### src/rtl/branch_predict_unit.sv
// ---------------------------------------------------------------------------
// branch_predict_unit
//
// Dynamic branch predictor plus ID-stage branch resolution.
//   * IF: a PC-indexed table of saturating counters gives a zero-latency
//     taken/not-taken prediction.
//   * ID: the branch outcome is resolved from the forwarded operands, compared
//     with the prediction carried through IF/ID, and a redirect/flush is raised
//     on a mismatch. The counter for the branch PC is trained on the same edge.
//   * Saturating performance counters track resolved branches and mispredicts.
//
// Ports
//   clk, rst_n          clock, asynchronous active-low reset
//   IF_PC               fetch PC            -> IF_predict_taken
//   ID_valid, ID_stall  qualify resolution of the instruction in ID
//   ID_Branch           branch type (000 none, 001 beq, 010 bne, 011 blez,
//                       100 bgtz, 101 bltz, 110 bgez, 111 reserved = none)
//   ID_PC, ID_predicted PC and carried prediction of the ID instruction
//   ID_rs_data/rt_data  forwarded operands
//   ID_taken            resolved outcome
//   Redirect            misprediction, PC mux takes corrected path
//   RedirectToTarget    1 = branch target, 0 = ID_PC+4
//   Flush_IF_ID         squash wrong-path instruction in IF/ID
//   BranchCount         resolved branches (saturating)
//   MispredictCount     mispredictions (saturating)
// ---------------------------------------------------------------------------
module branch_predict_unit #(
    parameter int PC_WIDTH   = 32,
    parameter int DATA_WIDTH = 32,
    parameter int INDEX_BITS = 6,
    parameter int CTR_BITS   = 2,
    parameter int PERF_WIDTH = 16
) (
    input  logic                  clk,
    input  logic                  rst_n,
    input  logic [PC_WIDTH-1:0]   IF_PC,
    output logic                  IF_predict_taken,
    input  logic                  ID_valid,
    input  logic                  ID_stall,
    input  logic [2:0]            ID_Branch,
    input  logic [PC_WIDTH-1:0]   ID_PC,
    input  logic                  ID_predicted,
    input  logic [DATA_WIDTH-1:0] ID_rs_data,
    input  logic [DATA_WIDTH-1:0] ID_rt_data,
    output logic                  ID_taken,
    output logic                  Redirect,
    output logic                  RedirectToTarget,
    output logic                  Flush_IF_ID,
    output logic [PERF_WIDTH-1:0] BranchCount,
    output logic [PERF_WIDTH-1:0] MispredictCount
);

    localparam int ENTRIES = 1 << INDEX_BITS;
    localparam logic [CTR_BITS-1:0]   CTR_MAX  = {CTR_BITS{1'b1}};
    // Weakly not-taken: MSB clear, all lower bits set (01 for 2-bit counters).
    localparam logic [CTR_BITS-1:0]   CTR_INIT = CTR_MAX >> 1;
    localparam logic [PERF_WIDTH-1:0] PERF_MAX = {PERF_WIDTH{1'b1}};

    typedef enum logic [2:0] {
        BR_NONE = 3'b000,
        BR_BEQ  = 3'b001,
        BR_BNE  = 3'b010,
        BR_BLEZ = 3'b011,
        BR_BGTZ = 3'b100,
        BR_BLTZ = 3'b101,
        BR_BGEZ = 3'b110,
        BR_RSVD = 3'b111
    } branch_e;

    logic [CTR_BITS-1:0]   bht_q [ENTRIES];
    logic [CTR_BITS-1:0]   bht_d [ENTRIES];
    logic [INDEX_BITS-1:0] if_idx;
    logic [INDEX_BITS-1:0] id_idx;
    logic [CTR_BITS-1:0]   ctr_cur;
    logic [CTR_BITS-1:0]   ctr_upd;
    logic                  rs_neg;
    logic                  rs_zero;
    logic                  br_taken;
    logic                  resolve;
    logic [PERF_WIDTH-1:0] branch_cnt_q, branch_cnt_d;
    logic [PERF_WIDTH-1:0] mispredict_cnt_q, mispredict_cnt_d;

    // Word-aligned PCs: byte-offset and upper bits do not select an entry.
    logic unused_pc_bits;
    assign unused_pc_bits = ^{IF_PC[PC_WIDTH-1:INDEX_BITS+2], IF_PC[1:0],
                              ID_PC[PC_WIDTH-1:INDEX_BITS+2], ID_PC[1:0]};

    assign if_idx = IF_PC[INDEX_BITS+1:2];
    assign id_idx = ID_PC[INDEX_BITS+1:2];

    // Prediction reads the registered table directly: an update in flight on
    // the same index is not bypassed, IF sees it one cycle later.
    assign IF_predict_taken = bht_q[if_idx][CTR_BITS-1];

    // ---------------------------------------------------------------------
    // Branch resolution
    // ---------------------------------------------------------------------
    assign rs_neg  = ID_rs_data[DATA_WIDTH-1];
    assign rs_zero = (ID_rs_data == '0);

    always_comb begin
        br_taken = 1'b0;
        case (ID_Branch)
            BR_BEQ:  br_taken = (ID_rs_data == ID_rt_data);
            BR_BNE:  br_taken = (ID_rs_data != ID_rt_data);
            BR_BLEZ: br_taken = rs_neg | rs_zero;
            BR_BGTZ: br_taken = ~rs_neg & ~rs_zero;
            BR_BLTZ: br_taken = rs_neg;
            BR_BGEZ: br_taken = ~rs_neg;
            default: br_taken = 1'b0;
        endcase
    end

    assign resolve = ID_valid & ~ID_stall &
                     (ID_Branch != BR_NONE) & (ID_Branch != BR_RSVD);

    assign ID_taken         = resolve & br_taken;
    assign Redirect         = resolve & (ID_taken ^ ID_predicted);
    assign RedirectToTarget = ID_taken;
    assign Flush_IF_ID      = Redirect;

    // ---------------------------------------------------------------------
    // BHT training
    // ---------------------------------------------------------------------
    assign ctr_cur = bht_q[id_idx];

    always_comb begin
        ctr_upd = ctr_cur;
        if (br_taken) begin
            if (ctr_cur != CTR_MAX) ctr_upd = ctr_cur + 1'b1;
        end else begin
            if (ctr_cur != '0) ctr_upd = ctr_cur - 1'b1;
        end
    end

    generate
        for (genvar gi = 0; gi < ENTRIES; gi++) begin : g_bht_next
            assign bht_d[gi] = (resolve && (id_idx == INDEX_BITS'(gi))) ? ctr_upd : bht_q[gi];
        end
    endgenerate

    always_ff @(posedge clk or negedge rst_n) begin
        if (!rst_n) begin
            for (int i = 0; i < ENTRIES; i++) bht_q[i] <= CTR_INIT;
        end else begin
            for (int i = 0; i < ENTRIES; i++) bht_q[i] <= bht_d[i];
        end
    end

    // ---------------------------------------------------------------------
    // Performance counters (saturate, never wrap)
    // ---------------------------------------------------------------------
    always_comb begin
        branch_cnt_d     = branch_cnt_q;
        mispredict_cnt_d = mispredict_cnt_q;
        if (resolve) begin
            if (branch_cnt_q != PERF_MAX) branch_cnt_d = branch_cnt_q + 1'b1;
            if (Redirect && (mispredict_cnt_q != PERF_MAX))
                mispredict_cnt_d = mispredict_cnt_q + 1'b1;
        end
    end

    always_ff @(posedge clk or negedge rst_n) begin
        if (!rst_n) begin
            branch_cnt_q     <= '0;
            mispredict_cnt_q <= '0;
        end else begin
            branch_cnt_q     <= branch_cnt_d;
            mispredict_cnt_q <= mispredict_cnt_d;
        end
    end

    assign BranchCount     = branch_cnt_q;
    assign MispredictCount = mispredict_cnt_q;

endmodule

### config.mk
export PLATFORM = sky130hd
export DESIGN_NAME = branch_predict_unit
export DESIGN_NICKNAME = d
export VERILOG_FILES = /design/src/rtl/branch_predict_unit.sv
export SDC_FILE = /design/constraint.sdc
export NUM_CORES = 1
export LEC_CHECK = 0
export CAP_MARGIN = 20
export CORE_MARGIN = 1.5
export CORE_UTILIZATION = 30
export CTS_CLUSTER_SIZE = 40
export DETAILED_ROUTE_END_ITERATION = 16
export GPL_TIMING_DRIVEN = 0
export PLACE_DENSITY = 0.49
export REMOVE_ABC_BUFFERS = 1
export SKIP_CTS_REPAIR_TIMING = 1
export SYNTH_ARGS = -nofsm -noshare
export SYNTH_HDL_FRONTEND = slang
export SYNTH_SLANG_ARGS = --single-unit
### constraint.sdc
create_clock -name clk -period 5.5 [get_ports clk]
set_input_delay 0.825 -clock clk [delete_from_list [all_inputs] [get_ports clk]]
set_output_delay 0.825 -clock clk [all_outputs]
set_load 0.02 [all_outputs]
==> results.cfg <==
[status]
outcome = completed

[worst_setup_path]
critPathMaxStageDelay_ns = 0.65
worst-path-stages = 9
cp.buffers_inverters = 2
worstRegToRegCells = 7
crit_arrival_ns = 4.16
cp_data_required_time_ns = 4.68
top_cell_family_by_delay_on_the_critical_path = buffers and inverters
reg2reg_setup_slack_ns = 2.50
cp-start-kind = input port
critPathMaxFanout = 5
critPathMostFrequentCell = clkdlybuf4s50_1
cp_cell_sequence = clkdlybuf4s50_1 -> nor4_1 -> nand4_1 -> o31ai_1 -> o21ai_0 -> a221oi_2 -> xor2_1 -> nor2_1 -> clkdlybuf4s50_1
cp_slowest_cell = a221oi_2
crit_type = input port to output pin
endpoint_kind = output pin

[layout]
ant_cells = 0
syn2layout_area_growth_pct = 23.2
finished_cell_area_um2 = 11300
fillerInstances = 2894
final_nets = 1041
final_core_utilization_pct = 37.9
drive_gt1_share_pct = 24.3

[logic_synthesis]
yosys.area.top_type = dfrtp_1
synth.cells.most_frequent = nor2_1, dfrtp_1, a21oi_1, dfstp_2, a21oi_4
postSynth.asyncResetShare_pct = 100
syn_std_cell_area_um2 = 9200
sequential_cell_area_fraction_in_the_yosys_report_pct = 44.4
synthesis.yosys.warnings = 0
synth.lib_cells_used.distinct = 46
avgSynthCellArea_um2 = 11.5
synth-seq-cells = 160
post_synth_inst_count = 799
yosysTopAreaCellShare_pct = 26.1
synth_most_common_cell = nor2_1
netlist_top_cells_area = dfrtp_1, dfstp_2, mux4_2
synth-main-ff-cell = dfrtp_1
synth_enable_flop_cells = 0

[pwr]
power.combinational.fraction_pct = 23.4
power_switching_mw = 1.10
cellLeakagePower_nw = 4.32
p_total_mw = 3.56
power_density_nw_per_um2 = 314
p_int_mw = 2.45
power.share.clock_pct = 34.7
power_switching_share_pct = 31.0
power.ir.vdd_worst_mv = 0.230
power.sequential.fraction_pct = 41.9

[grt]
initial_antenna_violation_count = 0
number_of_global_route_vias_before_repair = 6638
grt_start_max_net_pins = 114
globalRouteOverflowTotal = 0
grt_usage_pct = 16.0
grt_pass1_wl_um = 38200

[sta]
layout_setup_ws_ns = 0.512
finalWorstPathRequiredPeriod_ns = 4.99
final_min_period_over_clock_period_pct = 90.7
timing.final.max_slew_violations = 0
total_negative_setup_slacks_ns = 0
final_hold_viol_count = 0
grt_setup_unrepaired = no
max_slew.worst_pin.slew_ns = 1.10
max_slew_margin_pct = 26.4
final.setup_skew_ns = 0.0109
finalSetupViolCount = 0
highest_clock_rate_mhz = 200

[floorplan]
initial_core_util_pct = 30.8
die_outline_area_um2 = 31700
die_w_um = 178
ios = 173
row_count = 63
die_h_um = 178
core-area_um2 = 29900

[cts]
htreeDepth = 4
cts_num_sinks = 160
ctsRootBufferMaster = clkbuf_16
cts_tree = built
cts_made_buffers = 17
worstSkewPairLatency_ns = 0.44
clock_pin_slew_on_the_worst_setup_and_hold_paths_ns = 0.07
ctsLongestPathBuffers = 2

[route]
dr.pass1.iters = 5
num_vias = 6490
detail-route-antenna-nets = 0
first_iter_violations = 374
routed_wire_length_per_instance_um = 18.6
drc = 0
via_per_inst = 4.97
final_routed_wirelength_across_all_metal_layers_um = 24300

[placed_design]
io_buffers = 120
dpl-instance-area_um2 = 10700
place_congestion = 0.767
preCtsSetupSlack_ns = 0.460
hpwlAfterDp_um = 17000

[min_path]
hold_path_class = input port to async pin

[job]
max-cap-violations = 0
==> power groups by stage <==
stage                     Sequential, mW  Combinational [mW]  Clock, mW
final                               1.49               0.835       1.23
after global routing                1.51               0.902       1.32
after CTS                           1.49               0.848       1.27
after detailed placement            1.51               0.844          0
after global placement              1.51               0.806          0
after floorplan                     1.52               0.468          0
==> flip-flops by register name (all words and copies together), names as in the netlist <==
| signal | count |
|---|---|
| MispredictCount | 16 |
| BranchCount | 16 |
| bht_q | 128 |
==> per-stage QoR <==
stage | std cells | hold slack, ns
finish | 1306 | 0.283
global route | 1306 | 0.300
CTS | 1306 | 0.295
detailed placement | 1274 | 0.480
global placement | 1266 | 0.482
floorplan | 756 | 0.479
==> per-layer routing <==
layer,GRT usage (%),wire length (um),vias up
met5,0,0,-
met4,3.85,288,0
met3,2.92,927,22
met2,25.7,11800,142
met1,22.2,11200,3250
li1,-,-,3076
==> kinds of logic after synthesis <==
logic type,after synthesis,share of synthesized area [%]
and+or+nand+nor,312,15.0
AOI/OAI and AO/OA,158,16.8
xor gates and xnor gates,62,5.90
adders and majority gates,4,0.503
muxes,56,13.7
buffers and inverters,47,3.75
DFF,160,44.4
==> placed cells by master (no fill, tap or decap), drive strengths merged <==
master,instances
nor2,201
a21oi,136
clkdlybuf4s50,117
dfrtp,96
dfstp,64
mux4,53
xor2,49
nand2,32
nor4,21
clkbuf,18
a22oi,16
xnor2,13
nor3,12
nand4,11
buf,11
inv,10
nand3,9
and3,7
nand2b,4
and4,4
clkinvlp,4
nor2b,3
mux2,3
o21ai,2
and2,2
nor3b,2
ha,2
bufinv,2
clkinv,2
maj3,2
and3b,1
o31ai,1
o211a,1
a221oi,1
or3,1
or2,1
a41oi,1
nor4b,1
==> cell type report <==
class | instances | area [um2] | area share, %
multi-input cells | 592 | 4770 | 42.1
well taps | 390 | 488 | 4.31
inverters | 4 | 15.0 | 0.133
flip-flops and latches | 160 | 4080 | 36.1
clock inverters | 14 | 155 | 1.37
clock buffers | 18 | 439 | 3.88
repair buffers | 128 | 1370 | 12.1
==> worst paths after layout <==
kind | to | from
max in group asynchronous | BranchCount[0] | rst_n
min in group clk | BranchCount[11] | BranchCount[11]
min reg2reg | BranchCount[11] | BranchCount[11]
max | Flush_IF_ID | ID_rs_data[16]
min | bht_q[71] | rst_n
max reg2reg | bht_q[11] | bht_q[33]
(Power assumes the default switching activity.)
